===== src/rtl/approx_eval_sequencer.sv =====
// approx_eval_sequencer
//
// Exhaustive error-evaluation controller for an exact/approximate pair of
// combinational circuits. The block sweeps every input vector
// 0..2^N_IN-1, registers |exact - approx| for each one, and accumulates the
// worst-case error, the error sum and the mismatch count. It then reports
// pass/fail against the threshold ET.
//
// Ports
//   clk, rst        system clock (rising edge), async active-high reset
//   start           level-sampled sweep launch, honoured only in IDLE
//   abort           ends a sweep in progress; results are marked invalid
//   vec             input vector driven to both circuits
//   exact_out       combinational output of the exact circuit for vec
//   approx_out      combinational output of the approximate circuit for vec
//   busy            high in SWEEP and DRAIN
//   done            one-cycle pulse when the results are final
//   valid, pass     result qualifiers (pass is meaningful only with valid)
//   max_err, err_sum, err_count, first_fail_vec   accumulated results
//
// state  | meaning
// -------+-----------------------------------------------------------------
// IDLE   | waiting for start; results from the last sweep are held
// SWEEP  | drive vec, capture |exact - approx| into d_q, accumulate d_q
// DRAIN  | vec frozen; accumulate the last captured error, then finish
// DONE   | one-cycle done pulse with valid/pass settled, then back to IDLE

module approx_eval_sequencer #(
    parameter int N_IN         = 4,
    parameter int N_OUT        = 3,
    parameter int ET           = 5,
    parameter int STOP_ON_FAIL = 0
) (
    input  logic                  clk,
    input  logic                  rst,
    input  logic                  start,
    input  logic                  abort,
    output logic [N_IN-1:0]       vec,
    input  logic [N_OUT-1:0]      exact_out,
    input  logic [N_OUT-1:0]      approx_out,
    output logic                  busy,
    output logic                  done,
    output logic                  valid,
    output logic                  pass,
    output logic [N_OUT-1:0]      max_err,
    output logic [N_OUT+N_IN-1:0] err_sum,
    output logic [N_IN:0]         err_count,
    output logic [N_IN-1:0]       first_fail_vec
);

    localparam logic [1:0] S_IDLE  = 2'd0;
    localparam logic [1:0] S_SWEEP = 2'd1;
    localparam logic [1:0] S_DRAIN = 2'd2;
    localparam logic [1:0] S_DONE  = 2'd3;

    localparam logic [N_IN-1:0] VEC_LAST = {N_IN{1'b1}};

    logic [1:0]            state_q, state_d;
    logic [N_IN-1:0]       vec_q, vec_d;
    logic [N_OUT-1:0]      d_q, d_d;
    logic [N_IN-1:0]       tag_q, tag_d;
    logic                  d_vld_q, d_vld_d;
    logic [N_OUT-1:0]      max_err_q, max_err_d;
    logic [N_OUT+N_IN-1:0] err_sum_q, err_sum_d;
    logic [N_IN:0]         err_count_q, err_count_d;
    logic [N_IN-1:0]       ffv_q, ffv_d;
    logic                  fail_q, fail_d;
    logic                  valid_q, valid_d;
    logic                  pass_q, pass_d;

    // Subtract one bit wider so the sign survives, then fold to a magnitude
    // that always fits back into N_OUT bits.
    logic [N_OUT:0]   diff_w;
    logic [N_OUT:0]   neg_w;
    logic [N_OUT-1:0] abs_w;

    always_comb begin
        diff_w = {1'b0, exact_out} - {1'b0, approx_out};
        neg_w  = {(N_OUT+1){1'b0}} - diff_w;
        abs_w  = diff_w[N_OUT] ? neg_w[N_OUT-1:0] : diff_w[N_OUT-1:0];
    end

    logic d_gt_et;
    logic stop_hit;
    logic acc_en;
    logic abort_take;

    assign d_gt_et  = (int'(d_q) > ET);
    // Early stop fires on the first over-threshold error reaching the
    // accumulate stage; the vector captured on the same edge still drains.
    assign stop_hit = (STOP_ON_FAIL != 0) && d_vld_q && d_gt_et && !fail_q;

    always_comb begin
        state_d     = state_q;
        vec_d       = vec_q;
        d_d         = d_q;
        tag_d       = tag_q;
        d_vld_d     = d_vld_q;
        max_err_d   = max_err_q;
        err_sum_d   = err_sum_q;
        err_count_d = err_count_q;
        ffv_d       = ffv_q;
        fail_d      = fail_q;
        valid_d     = valid_q;
        pass_d      = pass_q;
        acc_en      = 1'b0;
        abort_take  = 1'b0;

        case (state_q)
            S_IDLE: begin
                if (start && !abort) begin
                    state_d     = S_SWEEP;
                    vec_d       = '0;
                    d_d         = '0;
                    tag_d       = '0;
                    d_vld_d     = 1'b0;
                    max_err_d   = '0;
                    err_sum_d   = '0;
                    err_count_d = '0;
                    ffv_d       = '0;
                    fail_d      = 1'b0;
                    valid_d     = 1'b0;
                    pass_d      = 1'b0;
                end
            end
            S_SWEEP: begin
                if (abort) begin
                    abort_take = 1'b1;
                end else begin
                    acc_en  = d_vld_q;
                    d_d     = abs_w;
                    tag_d   = vec_q;
                    d_vld_d = 1'b1;
                    // vec holds on the last vector or on an early stop.
                    if (vec_q == VEC_LAST || stop_hit) begin
                        state_d = S_DRAIN;
                    end else begin
                        vec_d = vec_q + N_IN'(1);
                    end
                end
            end
            S_DRAIN: begin
                if (abort) begin
                    abort_take = 1'b1;
                end else if (d_vld_q) begin
                    acc_en  = 1'b1;
                    d_vld_d = 1'b0;
                end else begin
                    state_d = S_DONE;
                    valid_d = 1'b1;
                    pass_d  = !fail_q;
                end
            end
            default: begin
                state_d = S_IDLE;
            end
        endcase

        if (acc_en) begin
            if (d_q > max_err_q) begin
                max_err_d = d_q;
            end
            err_sum_d   = err_sum_q + (N_OUT+N_IN)'(d_q);
            err_count_d = err_count_q + (N_IN+1)'(d_q != '0);
            if (d_gt_et && !fail_q) begin
                ffv_d  = tag_q;
                fail_d = 1'b1;
            end
        end

        // Abort wins over completion and early stop; partial sums are kept.
        if (abort_take) begin
            state_d = S_DONE;
            d_vld_d = 1'b0;
            valid_d = 1'b0;
            pass_d  = 1'b0;
        end
    end

    always_ff @(posedge clk or posedge rst) begin
        if (rst) begin
            state_q     <= S_IDLE;
            vec_q       <= '0;
            d_q         <= '0;
            tag_q       <= '0;
            d_vld_q     <= 1'b0;
            max_err_q   <= '0;
            err_sum_q   <= '0;
            err_count_q <= '0;
            ffv_q       <= '0;
            fail_q      <= 1'b0;
            valid_q     <= 1'b0;
            pass_q      <= 1'b0;
        end else begin
            state_q     <= state_d;
            vec_q       <= vec_d;
            d_q         <= d_d;
            tag_q       <= tag_d;
            d_vld_q     <= d_vld_d;
            max_err_q   <= max_err_d;
            err_sum_q   <= err_sum_d;
            err_count_q <= err_count_d;
            ffv_q       <= ffv_d;
            fail_q      <= fail_d;
            valid_q     <= valid_d;
            pass_q      <= pass_d;
        end
    end

    assign vec            = vec_q;
    assign busy           = (state_q == S_SWEEP) || (state_q == S_DRAIN);
    assign done           = (state_q == S_DONE);
    assign valid          = valid_q;
    assign pass           = pass_q;
    assign max_err        = max_err_q;
    assign err_sum        = err_sum_q;
    assign err_count      = err_count_q;
    assign first_fail_vec = ffv_q;

endmodule


===== config.mk =====
export PLATFORM = sky130hd
export DESIGN_NAME = approx_eval_sequencer
export DESIGN_NICKNAME = d
export VERILOG_FILES = /design/src/rtl/approx_eval_sequencer.sv
export SDC_FILE = /design/constraint.sdc
export NUM_CORES = 1
export LEC_CHECK = 0
export ABC_CLOCK_PERIOD_IN_PS = 1880
export CORE_UTILIZATION = 30
export CTS_CLUSTER_DIAMETER = 150
export DETAILED_ROUTE_END_ITERATION = 7
export GPL_ROUTABILITY_DRIVEN = 0
export SLEW_MARGIN = 25
export SYNTH_ARGS = -nofsm -noshare
export SYNTH_HDL_FRONTEND = slang
export SYNTH_SLANG_ARGS = --single-unit

===== constraint.sdc =====
create_clock -name clk -period 1.88 [get_ports clk]
set_input_delay 0.188 -clock clk [delete_from_list [all_inputs] [get_ports clk]]
set_output_delay 0.188 -clock clk [all_outputs]
set_load 0.01 [all_outputs]

; ---- Yosys cells after proc, flatten, opt, wreduce, memory -nomap -nowiden
; Cells that the tools add are included.
[totals]
ff_bits = 36
inputBits = 10
elab_cells = 104
[classes]
addsub = 5
magnitude_cmp = 2
eq_ne = 12
mux = 54
n_reduce_logical = 19
[op_table]
columns = op, n
row1 = two-way mux 4 bit, 8
row2 = two-way mux 3 bit, 7
row3 = two-way mux 7 bit, 3
row4 = two-way mux 1 bit, 19
row5 = case mux 4 bit (2 select lines), 2
row6 = two-way mux 5 bit, 3
row7 = "inequality test 3 bit, second input constant", 5
row8 = two-way mux 2 bit, 6
row9 = AND reduction 4 bit, 3
row10 = adder 7 x 3 -> 7 bit, 1
row11 = "inequality test 2 bit, second input constant", 3
row12 = case mux 1 bit (2 select lines), 3
row13 = case mux 2 bit (3 select lines), 1
row14 = case mux 3 bit (2 select lines), 1
row15 = nonzero test 2 bit, 3
row16 = nonzero test 3 bit, 2
row17 = adder 5 x 1 -> 5 bit, 1
row18 = AND reduction 5 bit, 1
row19 = "adder 4 x 1 -> 4 bit, second input constant", 1
row20 = "equality test 2 bit, second input constant", 2
row21 = "equality test 4 bit, second input constant", 1
row22 = nonzero test 4 bit, 1
row23 = subtractor 3 x 3 -> 4 bit, 1
row24 = greater-than comparator 3 bit, 1
row25 = other kinds (11), 13

; ---- Logic depth before layout (Yosys ltp)
; Gate-level depths: netlist of the first run.
[logic_depth]
word_depth = 6
depth_mapped = 8
depth_no_buf = 8

; ---- Worst setup path before layout of the first run
; Ideal clock, no wire load.
[synth_timing]
kind = reg-to-reg
startpoint = register state_q[0]
endpoint = register d_vld_q
t_arrival_ns = 1.657
required_ns = 1.755
setup_slack_ns = 0.098
path_stages_with_launch = 7
synth_period_minus_slack_ns = 1.782
cell_sequence = dfrtp_1 > inv_1 > ha_1 > nand2b_1 > o32ai_1 > a211oi_1 > mux2_2
[synth_via]
elab_chain_cells = 5
word_cells_on_any_way = 12
cone_classes = eq/ne: 5 / mux: 3 / reduce/logical: 4
[synth_rtl]
columns = item, line_no
row1 = from (decl), 58  ; logic [1:0] state_q, state_d;
row2 = from (signal assigned), 195  ; state_q <= state_d;
row3 = equality test 2 x 1 -> 1 bit / equality test 2 bit (equally long branches), 109  ; case (state_q)
row4 = OR reduction 2 bit (no line), --
row5 = two-way mux 1 bit, --
row6 = inequality test 3 bit (no line) / nonzero test 4 bit (equally long branches), --
row7 = AND reduction 4 bit (no line), --
row8 = to (signal assigned), 199  ; d_vld_q <= d_vld_d;
row9 = to (decl), 62  ; logic d_vld_q, d_vld_d;
; Several ways; a longest one is shown, not always the timed one.
; A chain may end at the register's enable or synchronous reset.

; ---- Worst setup path after layout of the first run
[layout_timing]
startpoint = register state_q[0]
endpoint = register state_q[0]
[layout_via]
elab_chain_cells = 5
word_cells_on_any_way = 13
cone_classes = eq/ne: 7 / mux: 3 / reduce/logical: 3
[layout_rtl]
columns = item, line_no
row1 = equality test 2 x 1 -> 1 bit / equality test 2 bit (equally long branches), 109
row2 = OR reduction 2 bit (no line), --
row3 = two-way mux 1 bit, --
row4 = inequality test 3 bit (no line), --
row5 = AND reduction 5 bit (no line), --
; Several ways; a longest one is shown, not always the timed one.

==> results of run 1 <==
through the flow:
stage | hold slack [ps] | power (mW) | instance area [um2]
floorplan | 355 | 2.21 | 2150
global placement | 457 | 2.90 | 2730
detailed placement | 462 | 2.94 | 2730
CTS | 323 | 3.55 | 2830
global route | 366 | 3.95 | 2880
finish | 305 | 3.62 | 2880
worst paths after layout:
check	from	to	slack, ps	cells after the start
min	rst	err_sum[4]	300	3
max reg2reg	state_q[0]	state_q[0]	110	7
min in group clk	tag_q[2]	first_fail_vec[2]	480	2
min reg2reg	tag_q[2]	first_fail_vec[2]	480	2
max	state_q[0]	state_q[0]	110	7
max in group asynchronous	rst	vec[0]	1230	3
placed cells by master (no fill, tap or decap), types with 2 or more instances in the layout:
master,synthesis,layout
inv_1,18,18
a21o_1,3,3
nand3_1,4,4
nand2b_1,2,2
or3_1,3,3
o31ai_1,2,2
a22o_1,7,7
o21ai_0,24,24
clkdlybuf4s50_1,0,36
buf_4,1,22
and2_1,3,3
nor2b_1,5,5
o21a_1,3,3
xor2_1,4,4
mux2i_1,4,4
nand2_1,36,36
clkbuf_8,0,7
a21oi_1,6,6
o211ai_1,4,4
dfrtp_1,36,36
nand3b_1,2,2
nor2_1,8,8
ha_1,17,15
mux2_2,4,4
nand4_1,2,2
repair_timing:
action	4_1_cts	5_1_grt
gates resized for setup	0	7
endpoints found under the hold margin	0	0
setup endpoints to repair	0	10
setup buffers	0	2
registers in the layout, indices dropped and copies added (netlist names), 2 cells and up:
| register | flops |
|---|---|
| state_q | 2 |
| max_err | 3 |
| err_count | 5 |
| err_sum | 7 |
| d_q | 3 |
| first_fail_vec | 4 |
| vec | 4 |
| tag_q | 4 |
cell usage after synthesis (all sizes together) (2+ instances only):
master	count	area [um2]
clkbuf	3	12.5
xor2	4	35.0
a22o	7	61.3
inv	18	67.6
a21o	3	22.5
nor2b	6	45.0
or2	2	15.0
nand2	36	135
o21a	3	22.5
mux2i	4	40.0
nor2	8	30.0
and2	3	18.8
or3	3	18.8
o21ai	25	125
a211oi	2	15.0
dfrtp	36	901
buf	5	40.0
nand3b	3	35.0
a21oi	6	30.0
nand3	4	20.0
mux2	4	45.0
o31ai	2	15.0
fa	2	40.0
nand4	2	12.5
nand2b	2	12.5
ha	17	213
o211ai	4	30.0
power groups by stage:
stage	clock [mW]	sequential, mW	combinational [mW]
after floorplan	0	1.16	1.05
after global placement	0	1.14	1.76
after detailed placement	0	1.15	1.79
after CTS	0.617	1.13	1.80
after global routing	0.652	1.16	2.14
final	0.601	1.13	1.89
worst reg2reg max path, stage by stage, from the launching register on:
cell	delay (ps)
dfrtp_1	380
inv_1	120
ha_4	230
buf_4	150
nor2b_1	180
o21ai_1	110
nand3b_1	150
mux2_2	350
metal layers:
layer	track usage (%)	share of wire, %
met3	3.24	3.7
met2	20.9	46
met5	0	0
met4	3.64	0.32
met1	18.9	50
kinds of logic after synthesis:
family	Yosys count	synth area share (%)
mux	8	3.95
fa+ha+maj	19	11.7
flops	36	41.9
simple gates	73	17.4
compound gates	59	17.4
buf+inv	26	5.58
xor+xnor	5	2.03
cell type report:
class	instances	area, um2
clock buffer	7	96.3
fill	665	3990
inverter	18	67.6
multi-input combinational	164	1170
sequential	36	901
tap	96	120
timing repair buffer	58	526
==> Implementation_results.wiki, run 1 <==
{| class="wikitable"
! Metric !! Value
|-
| Internal Dissipation || between 2 and 2.5 mW
|-
| Master of the slowest instance on the critical path || dfrtp_1
|-
| Leakage dissipation || around 1.3 nW
|-
| Count of yosys warnings during synthesis || 0
|-
| Post-synthesis cell type count || 46
|-
| P&R area growth vs syn || 33.7%
|-
| Buffers added on ports || 36
|-
| Vias || 1770
|-
| Deepest clock path buffer count || 2
|-
| Synthesized instance count || around 230
|-
| Cell chosen for the clock root || clkbuf_8
|-
| Maximum frequency from static timing analysis || 563 MHz
|-
| Placed cell count || 370
|-
| Detailed-route DRC error count || 0
|-
| TritonCTS clock tree || built
|-
| Min cycle time layout || approximately 1800 ps
|-
| Max-cap violations || 0
|-
| Sw Pwr || roughly 1.3 mW
|-
| Number of endpoints with negative hold slack in the final report || 0
|-
| Top flip-flop cell by instance count after synthesis || dfrtp_1
|-
| Layout cells sized above 1 || ~16%
|-
| Number of cell rows || 30
|-
| Number of DRC violations after detailed-routing iteration 0 || 59
|-
| Type of the worst setup path || reg -> reg
|-
| Power share of the combinational group || approximately 52%
|-
| Post-layout utilization of the core || 41.9%
|-
| Setup WS pre-CTS || -213 ps
|-
| Synthesized area per cell || ~9.5 um2
|-
| Number of nets in the final layout || 312
|-
| Clk sinks || 36
|-
| Clock latency of the later-clocked register in the worst-skew pair || approximately 280 ps
|-
| Initial Util || 31.3%
|-
| Core area || 6870 um2
|-
| Count of pins over their slew limit || 0
|-
| Wire length per cell || 12.2 um
|-
| Max Fanout on Critical Path || 5
|-
| Worst Path Required || 2050 ps
|-
| Average vias per placed instance || 4.67
|-
| Kind of end point of the critical path || register
|-
| Final setup violation count || 0
|-
| Setup crit start kind || register
|-
| Via count of the first global-routing pass || roughly 1700
|-
| RSZ-0062 raised after global routing || no
|-
| Max transition margin || between 60% and 70%
|-
| Setup TNS || 0 ps
|-
| Number of ports placed on the die boundary || 37
|-
| Share of total power consumed by net switching || 37.0%
|-
| Run status || complete, no violations
|-
| Number of nets in the synthesized netlist || between 200 and 300
|-
| Die outline height || 86.7 um
|-
| Maximum cell stage delay along the critical path || between 300 and 400 ps
|-
| Relative contribution of sequential cells to total power || between 30% and 40%
|-
| Share of async-settable or async-resettable flops after synthesis || between 90% and 100%
|-
| Overall die area || around 7500 um2
|-
| Clock transition at the registers of the reported paths || 70 ps
|-
| Power density normalized to cell area || ~1300 nW/um2
|-
| Least-Margin Pin Slew || about 480 ps
|-
| Cts hold-fix bufs || 0
|-
| Antenna violations before repair || 0
|-
| Buffers & Inverters on Critical Path || 2
|-
| Fraction of the yosys area taken by sequential cells || between 40% and 50%
|-
| Cell-by-cell trace of the critical path || inv_1 > ha_4 > buf_4 > nor2b_1 > o21ai_1 > nand3b_1 > mux2_2
|-
| Maximum number of pins on one net before global-route repair || 37
|-
| Final ANT Viol Nets || 0
|-
| Half-perimeter wire length of the detailed placement result || between 3000 and 4000 um
|-
| Final Cycle Share || a little over nine tenths
|-
| Remaining global-route overflow || 0
|-
| Post-synthesis sequential element count || 36
|-
| Worst ir drop on vdd || 466 uV
|-
| Clock network power share || 16.6%
|-
| DRT Wirelength || ~4600 um
|-
| First-pass GRT wire length || ~8000 um
|-
| Count of flip-flops with a built-in enable after synthesis || 0
|-
| Non-filler instance count after layout || around 380
|-
| Combined area of all synthesized cells || approximately 2200 um2
|-
| Data arrival time of the worst path || 1950 ps
|-
| Least setup slack across all paths after layout || 105 ps
|-
| Diodes inserted || 0
|-
| Overall die width || 86.7 um
|-
| Worst clock skew || roughly 6.4 ps
|-
| Kind of cell adding the most delay to the critical path || flip-flops
|-
| Path class of the lowest-slack min-delay path || in -> async
|-
| Total Routing Usage GR || 13.5%
|-
| H-Tree Level Count || 2
|-
| Inserted Clock Buffers || 5
|-
| Detailed-routing iteration count for the pre-antenna-repair pass || 4
|}
No activity file was read; power rests on OpenSTA's default activity.
==> inputs of run 2 (changes only) <==
--- a/config.mk
+++ b/config.mk
@@ -10,6 +10,7 @@
 export CTS_CLUSTER_DIAMETER = 150
 export DETAILED_ROUTE_END_ITERATION = 7
 export GPL_ROUTABILITY_DRIVEN = 0
+export RECOVER_POWER = 50
 export SLEW_MARGIN = 25
 export SYNTH_ARGS = -nofsm -noshare
 export SYNTH_HDL_FRONTEND = slang
==> Implementation_results.wiki, run 2 (synthesized netlist as in run 1, its figures left out) <==
{| class="wikitable"
! Metric !! Value
|-
| Run status || complete, no violations
|-
| Power density normalized to cell area || ~1300 nW/um2
|-
| Relative contribution of sequential cells to total power || a little under a third
|-
| Least-Margin Pin Slew || between 900 and 1000 ps
|-
| Detailed-routing iteration count for the pre-antenna-repair pass || 4
|-
| Die outline height || 86.7 um
|-
| Number of endpoints with negative hold slack in the final report || 0
|-
| Deepest clock path buffer count || 2
|-
| Overall power consumption || 3.60 mW
|-
| Power share of the combinational group || a little over half
|-
| Number of gates on the worst path with buffers counted || 7
|-
| Worst r2r dst || state_q[0]
|-
| Crit path capture || state_q[0]
|-
| Clock network power share || 16.7%
|-
| Maximum frequency from static timing analysis || ~560 MHz
|-
| Inserted Clock Buffers || 5
|-
| P&R area growth vs syn || 33.3%
|-
| Final design instance area without fill || ~2900 um2
|-
| Logic depth of the worst register-to-register path || 7
|-
| Internal Dissipation || approximately 2.3 mW
|-
| Overall die width || 86.7 um
|-
| Placement-stage cell area || 2730 um2
|-
| Setup crit start kind || register
|-
| Maximum number of pins on one net before global-route repair || 37
|-
| Initial Util || between 30% and 40%
|-
| Cell-by-cell trace of the critical path || inv_1 > ha_4 > buf_4 > nor2b_1 > o21ai_1 > nand3b_1 > mux2_2
|-
| Final ANT Viol Nets || 0
|-
| DRT Wirelength || approximately 4600 um
|-
| TritonCTS clock tree || built
|-
| Max-cap violations || 0
|-
| Vias || 1769
|-
| Clock transition at the registers of the reported paths || around 70 ps
|-
| Min cycle time layout || between 1500 and 2000 ps
|-
| Sw Pwr || around 1.3 mW
|-
| Type of the worst setup path || reg -> reg
|-
| Post-layout utilization of the core || 41.8%
|-
| Cts hold-fix bufs || 0
|-
| Setup WS pre-CTS || -213 ps
|-
| RSZ-0062 raised after global routing || no
|-
| Average vias per placed instance || 4.67
|-
| Total Routing Usage GR || 13.5%
|-
| Reg-to-reg critical path startpoint || state_q[0]
|-
| Least setup slack across all paths after layout || 105 ps
|-
| Commonest non-fill, non-tap cells in the layout || nand2_1 (36), dfrtp_1 (36), o21ai_0 (24), clkdlybuf4s50_1 (24), buf_4 (21)
|-
| Reg2Reg Setup Slack || between 100 and 150 ps
|-
| Kind of end point of the critical path || register
|-
| Clk sinks || 36
|-
| Max transition margin || a little under two fifths
|-
| Share of total power consumed by net switching || a little under two fifths
|-
| Path class of the lowest-slack min-delay path || reg -> reg
|-
| Maximum cell stage delay along the critical path || roughly 380 ps
|-
| Number of filler instances in the final layout || around 670
|-
| Beginning of the critical path || state_q[0]
|-
| Number of cell rows || 30
|-
| H-Tree Level Count || 2
|-
| Final Cycle Share || between 90% and 100%
|-
| Non-filler instance count after layout || between 300 and 400
|-
| Number of nets in the final layout || around 310
|-
| Via count of the first global-routing pass || around 1700
|-
| Worst ir drop on vdd || 466 uV
|-
| Worst Path Required || roughly 2100 ps
|-
| Worst-case hold slack || 483 ps
|-
| Clock latency of the later-clocked register in the worst-skew pair || 280 ps
|-
| Number of DRC violations after detailed-routing iteration 0 || 68
|-
| First-pass GRT wire length || approximately 8000 um
|-
| Largest register FFs || 7
|-
| Wire length per cell || 12.2 um
|-
| Detailed-route DRC error count || 0
|-
| Placed cell count || 370
|-
| Remaining global-route overflow || 0
|-
| Cell chosen for the clock root || clkbuf_8
|-
| Multi-input gate area in the final layout || 1160 um2
|-
| Layout cells sized above 1 || 15.2%
|-
| Data arrival time of the worst path || ~2000 ps
|-
| Setup TNS || 0 ps
|-
| Diodes inserted || 0
|-
| Leakage dissipation || around 1.3 nW
|-
| Buffers & Inverters on Critical Path || 2
|-
| Master of the slowest instance on the critical path || dfrtp_1
|-
| Buffers added on ports || 36
|-
| Count of pins over their slew limit || 0
|-
| Kind of cell adding the most delay to the critical path || flip-flops
|-
| Half-perimeter wire length of the detailed placement result || 3460 um
|-
| Antenna violations before repair || 0
|-
| Overall die area || 7520 um2
|-
| Final setup violation count || 0
|-
| Max Fanout on Critical Path || 5
|-
| Worst clock skew || 6.37 ps
|-
| Core area || between 6000 and 7000 um2
|-
| Sequential cell area in the final layout || around 900 um2
|-
| Number of ports placed on the die boundary || 37
|}
[run 2: changes by cell type in the layout (fill, tap and decap cells not counted), sizes merged]
| cell | previous run | this run |
|---|---|---|
| dlygate4sd3 | 0 | 12 |
| buf | 22 | 21 |
| clkbuf | 7 | 8 |
| clkdlybuf4s50 | 36 | 24 |
[run 2: metal layers]
metal	share of wire, %	global-route usage, %	vias up
li1	-	-	899
met1	50	18.9	835
met2	46	20.9	33
met3	3.7	3.24	2
met4	0.32	3.64	0
met5	0	0	-
[run 2: cell type report]
cell class,count,share of cell area (%)
Sequential cell,36,31.4
Multi-Input combinational cell,164,40.5
Timing Repair Buffer,58,18.2
Tap cell,96,4.19
Clock buffer,7,3.36
Inverter,18,2.35
[run 2: timing repair]
| item | CTS | global route |
|---|---|---|
| setup buffers | 0 | 2 |
| endpoints found under the setup margin | 0 | 10 |
| gates resized for setup | 0 | 7 |
[run 2: worst min-delay path by stage]
| stage | cells after the start | end | start | slack, ps |
|---|---|---|---|---|
| final | 2 | tag_q[1] | tag_q[1] | 480 |
| after global routing | 2 | tag_q[2] | tag_q[2] | 490 |
| after CTS | 3 | err_sum[6] | rst | 320 |
| after detailed placement | 2 | first_fail_vec[2] | tag_q[2] | 460 |
| after global placement | 2 | first_fail_vec[2] | tag_q[2] | 460 |
| after floorplan | 1 | d_q[0] | rst | 350 |
[run 2: power by group through the flow]
stage / combinational, mW / sequential (mW) / clock (mW)
after floorplan: 1.05 / 1.16 / 0
after global placement: 1.76 / 1.14 / 0
after detailed placement: 1.79 / 1.15 / 0
after CTS: 1.80 / 1.13 / 0.617
after global routing: 2.12 / 1.16 / 0.652
final: 1.87 / 1.13 / 0.600
[run 2: worst register-to-register path, delay by kind of cell, from the launching register on]
family,cells,cell delay (ps)
adders and majority gates,1,230
AOI/OAI and AO/OA,1,110
muxes,1,350
and+or+nand+nor,2,330
DFF,1,380
buffers and inverters,2,270
==> inputs of run 3 (changes only) <==
--- a/config.mk
+++ b/config.mk
@@ -6,6 +6,7 @@
 export NUM_CORES = 1
 export LEC_CHECK = 0
 export ABC_CLOCK_PERIOD_IN_PS = 1880
+export CORE_MARGIN = 1.5
 export CORE_UTILIZATION = 30
 export CTS_CLUSTER_DIAMETER = 150
 export DETAILED_ROUTE_END_ITERATION = 7
==> Implementation_results.wiki, run 3 (synthesized netlist as in run 1, its figures left out) <==
{| class="wikitable"
! Metric !! Value
|-
| Run status || complete, no violations
|-
| Worst Path Required || approximately 1700 ps
|-
| Least setup slack across all paths after layout || between 100 and 150 ps
|-
| Placement-stage cell area || 2710 um2
|-
| Number of filler instances in the final layout || about 700
|-
| Wire length per cell || between 10 and 15 um
|-
| Sw Pwr || between 1 and 1.5 mW
|-
| Non-filler instance count after layout || between 300 and 400
|-
| Largest register FFs || 7
|-
| Final setup violation count || 0
|-
| Worst clock skew || ~5.6 ps
|-
| Kind of end point of the critical path || primary output
|-
| Buffers & Inverters on Critical Path || 2
|-
| Vias || between 1500 and 2000
|-
| P&R area growth vs syn || 32.9%
|-
| Least-Margin Pin Slew || about 920 ps
|-
| Diodes inserted || 0
|-
| Max transition margin || between 30% and 40%
|-
| Via count of the first global-routing pass || 1678
|-
| Deepest clock path buffer count || 2
|-
| Min cycle time layout || approximately 1800 ps
|-
| Maximum cell stage delay along the critical path || just under 500 ps
|-
| Remaining global-route overflow || 0
|-
| Final design instance area without fill || 2860 um2
|-
| Count of pins over their slew limit || 0
|-
| Max Fanout on Critical Path || 4
|-
| Inserted Clock Buffers || 5
|-
| Detailed-routing iteration count for the pre-antenna-repair pass || 4
|-
| Share of total power consumed by net switching || a little over a third
|-
| Antenna violations before repair || 0
|-
| Number of endpoints with negative hold slack in the final report || 0
|-
| Number of cell rows || 30
|-
| Leakage dissipation || between 1 and 1.5 nW
|-
| Placed cell count || between 300 and 400
|-
| Kind of cell adding the most delay to the critical path || buffers and inverters
|-
| Clock network power share || 20.9%
|-
| Number of DRC violations after detailed-routing iteration 0 || 44
|-
| Cell chosen for the clock root || clkbuf_8
|-
| Total Routing Usage GR || roughly an eighth
|-
| Final ANT Viol Nets || 0
|-
| Core area || about 6900 um2
|-
| Clk sinks || 36
|-
| Master of the slowest instance on the critical path || clkdlybuf4s50_1
|-
| Overall die area || roughly 7700 um2
|-
| Worst ir drop on vdd || between 600 and 700 uV
|-
| Cell-by-cell trace of the critical path || buf_4 > ha_1 > clkdlybuf4s50_1
|-
| Detailed-route DRC error count || 0
|-
| TritonCTS clock tree || built
|-
| Average vias per placed instance || between 4 and 5
|-
| RSZ-0062 raised after global routing || no
|-
| Max-cap violations || 0
|-
| DRT Wirelength || approximately 4700 um
|-
| Clock transition at the registers of the reported paths || roughly 70 ps
|-
| Data arrival time of the worst path || 1570 ps
|-
| Setup WS pre-CTS || -190 ps
|-
| Half-perimeter wire length of the detailed placement result || around 3500 um
|-
| First-pass GRT wire length || 7940 um
|-
| H-Tree Level Count || 2
|-
| Setup crit start kind || register
|-
| Power share of the combinational group || between 40% and 50%
|-
| Maximum frequency from static timing analysis || around 570 MHz
|-
| Number of ports placed on the die boundary || 37
|-
| Worst-case hold slack || 429 ps
|-
| Internal Dissipation || around 2.3 mW
|-
| Path class of the lowest-slack min-delay path || in -> reg
|-
| Commonest non-fill, non-tap cells in the layout || nand2_1 (36), dfrtp_1 (36), o21ai_0 (23), clkdlybuf4s50_1 (22), inv_1 (17)
|-
| Initial Util || a little under a third
|-
| Overall die width || ~88 um
|-
| Type of the worst setup path || reg -> out
|-
| Relative contribution of sequential cells to total power || a little under a third
|-
| Number of nets in the final layout || around 310
|-
| Overall power consumption || around 3.7 mW
|-
| Final Cycle Share || 93.4%
|-
| Buffers added on ports || 36
|-
| Power density normalized to cell area || roughly 1300 nW/um2
|-
| Clock latency of the later-clocked register in the worst-skew pair || 300 ps
|-
| Reg2Reg Setup Slack || between 100 and 150 ps
|-
| Maximum number of pins on one net before global-route repair || 37
|-
| Layout cells sized above 1 || about 14%
|-
| Die outline height || approximately 90 um
|}
## run 3: power groups by stage
stage	Combinational, mW	Sequential (mW)	Clock (mW)
2_1_floorplan	1.05	1.16	0
3_3_place_gp	1.70	1.15	0
3_5_place_dp	1.72	1.15	0
4_1_cts	1.72	1.14	0.782
5_1_grt	1.97	1.17	0.816
6_report	1.76	1.13	0.762
## run 3: area by class of cell
cell class	count	area [um2]	area share [%]
clock inverters	1	30.0	1.05
multi-input cells	164	1150	40.4
clock buffers	7	96.3	3.37
repair buffers	54	490	17.1
inverters	18	67.6	2.36
well taps	96	120	4.20
flip-flops and latches	36	901	31.5
## run 3: routing by layer
metal	routed length (um)	track usage [%]	part of all wire, %	vias up
met1	2240	17.5	48	851
met5	0	0	0	-
met2	2210	21.5	47	32
li1	-	-	-	894
met3	153	3.11	3.3	7
met4	62	4.76	1.3	0
## run 3: worst paths after layout
| check | start | endpoint | cells after the start |
|---|---|---|---|
| worst max-delay path | state_q[0] | done | 3 |
| worst min-delay path | exact_out[0] | d_q[0] | 5 |
| worst max register to register | state_q[0] | state_q[0] | 7 |
| worst min register to register | tag_q[3] | first_fail_vec[3] | 2 |
| max in group asynchronous | rst | tag_q[1] | 3 |
| min in group asynchronous | rst | err_count[2] | 3 |
## run 3: metrics by stage
step,setup TNS (ps),utilization [%]
floorplan,0,-
global placement,-205,39.4
detailed placement,-274,39.4
CTS,0,41.3
global route,0,41.6
finish,0,41.6
## run 3: what timing repair did
| item | 4_1_cts | 5_1_grt |
|---|---|---|
| endpoints found under the setup margin | 1 | 6 |
| gates resized for setup | 2 | 9 |
| hold buffers | 0 | 0 |
| pin swaps | 0 | 8 |
| setup buffers | 0 | 1 |
| endpoints found under the hold margin | 0 | 0 |
## run 3: tightest hold or removal path, stage by stage
cell,delay (ps)
dlymetal6s2s_1,120
inv_1,60
ha_2,170
nand2b_1,90
o21ai_0,60
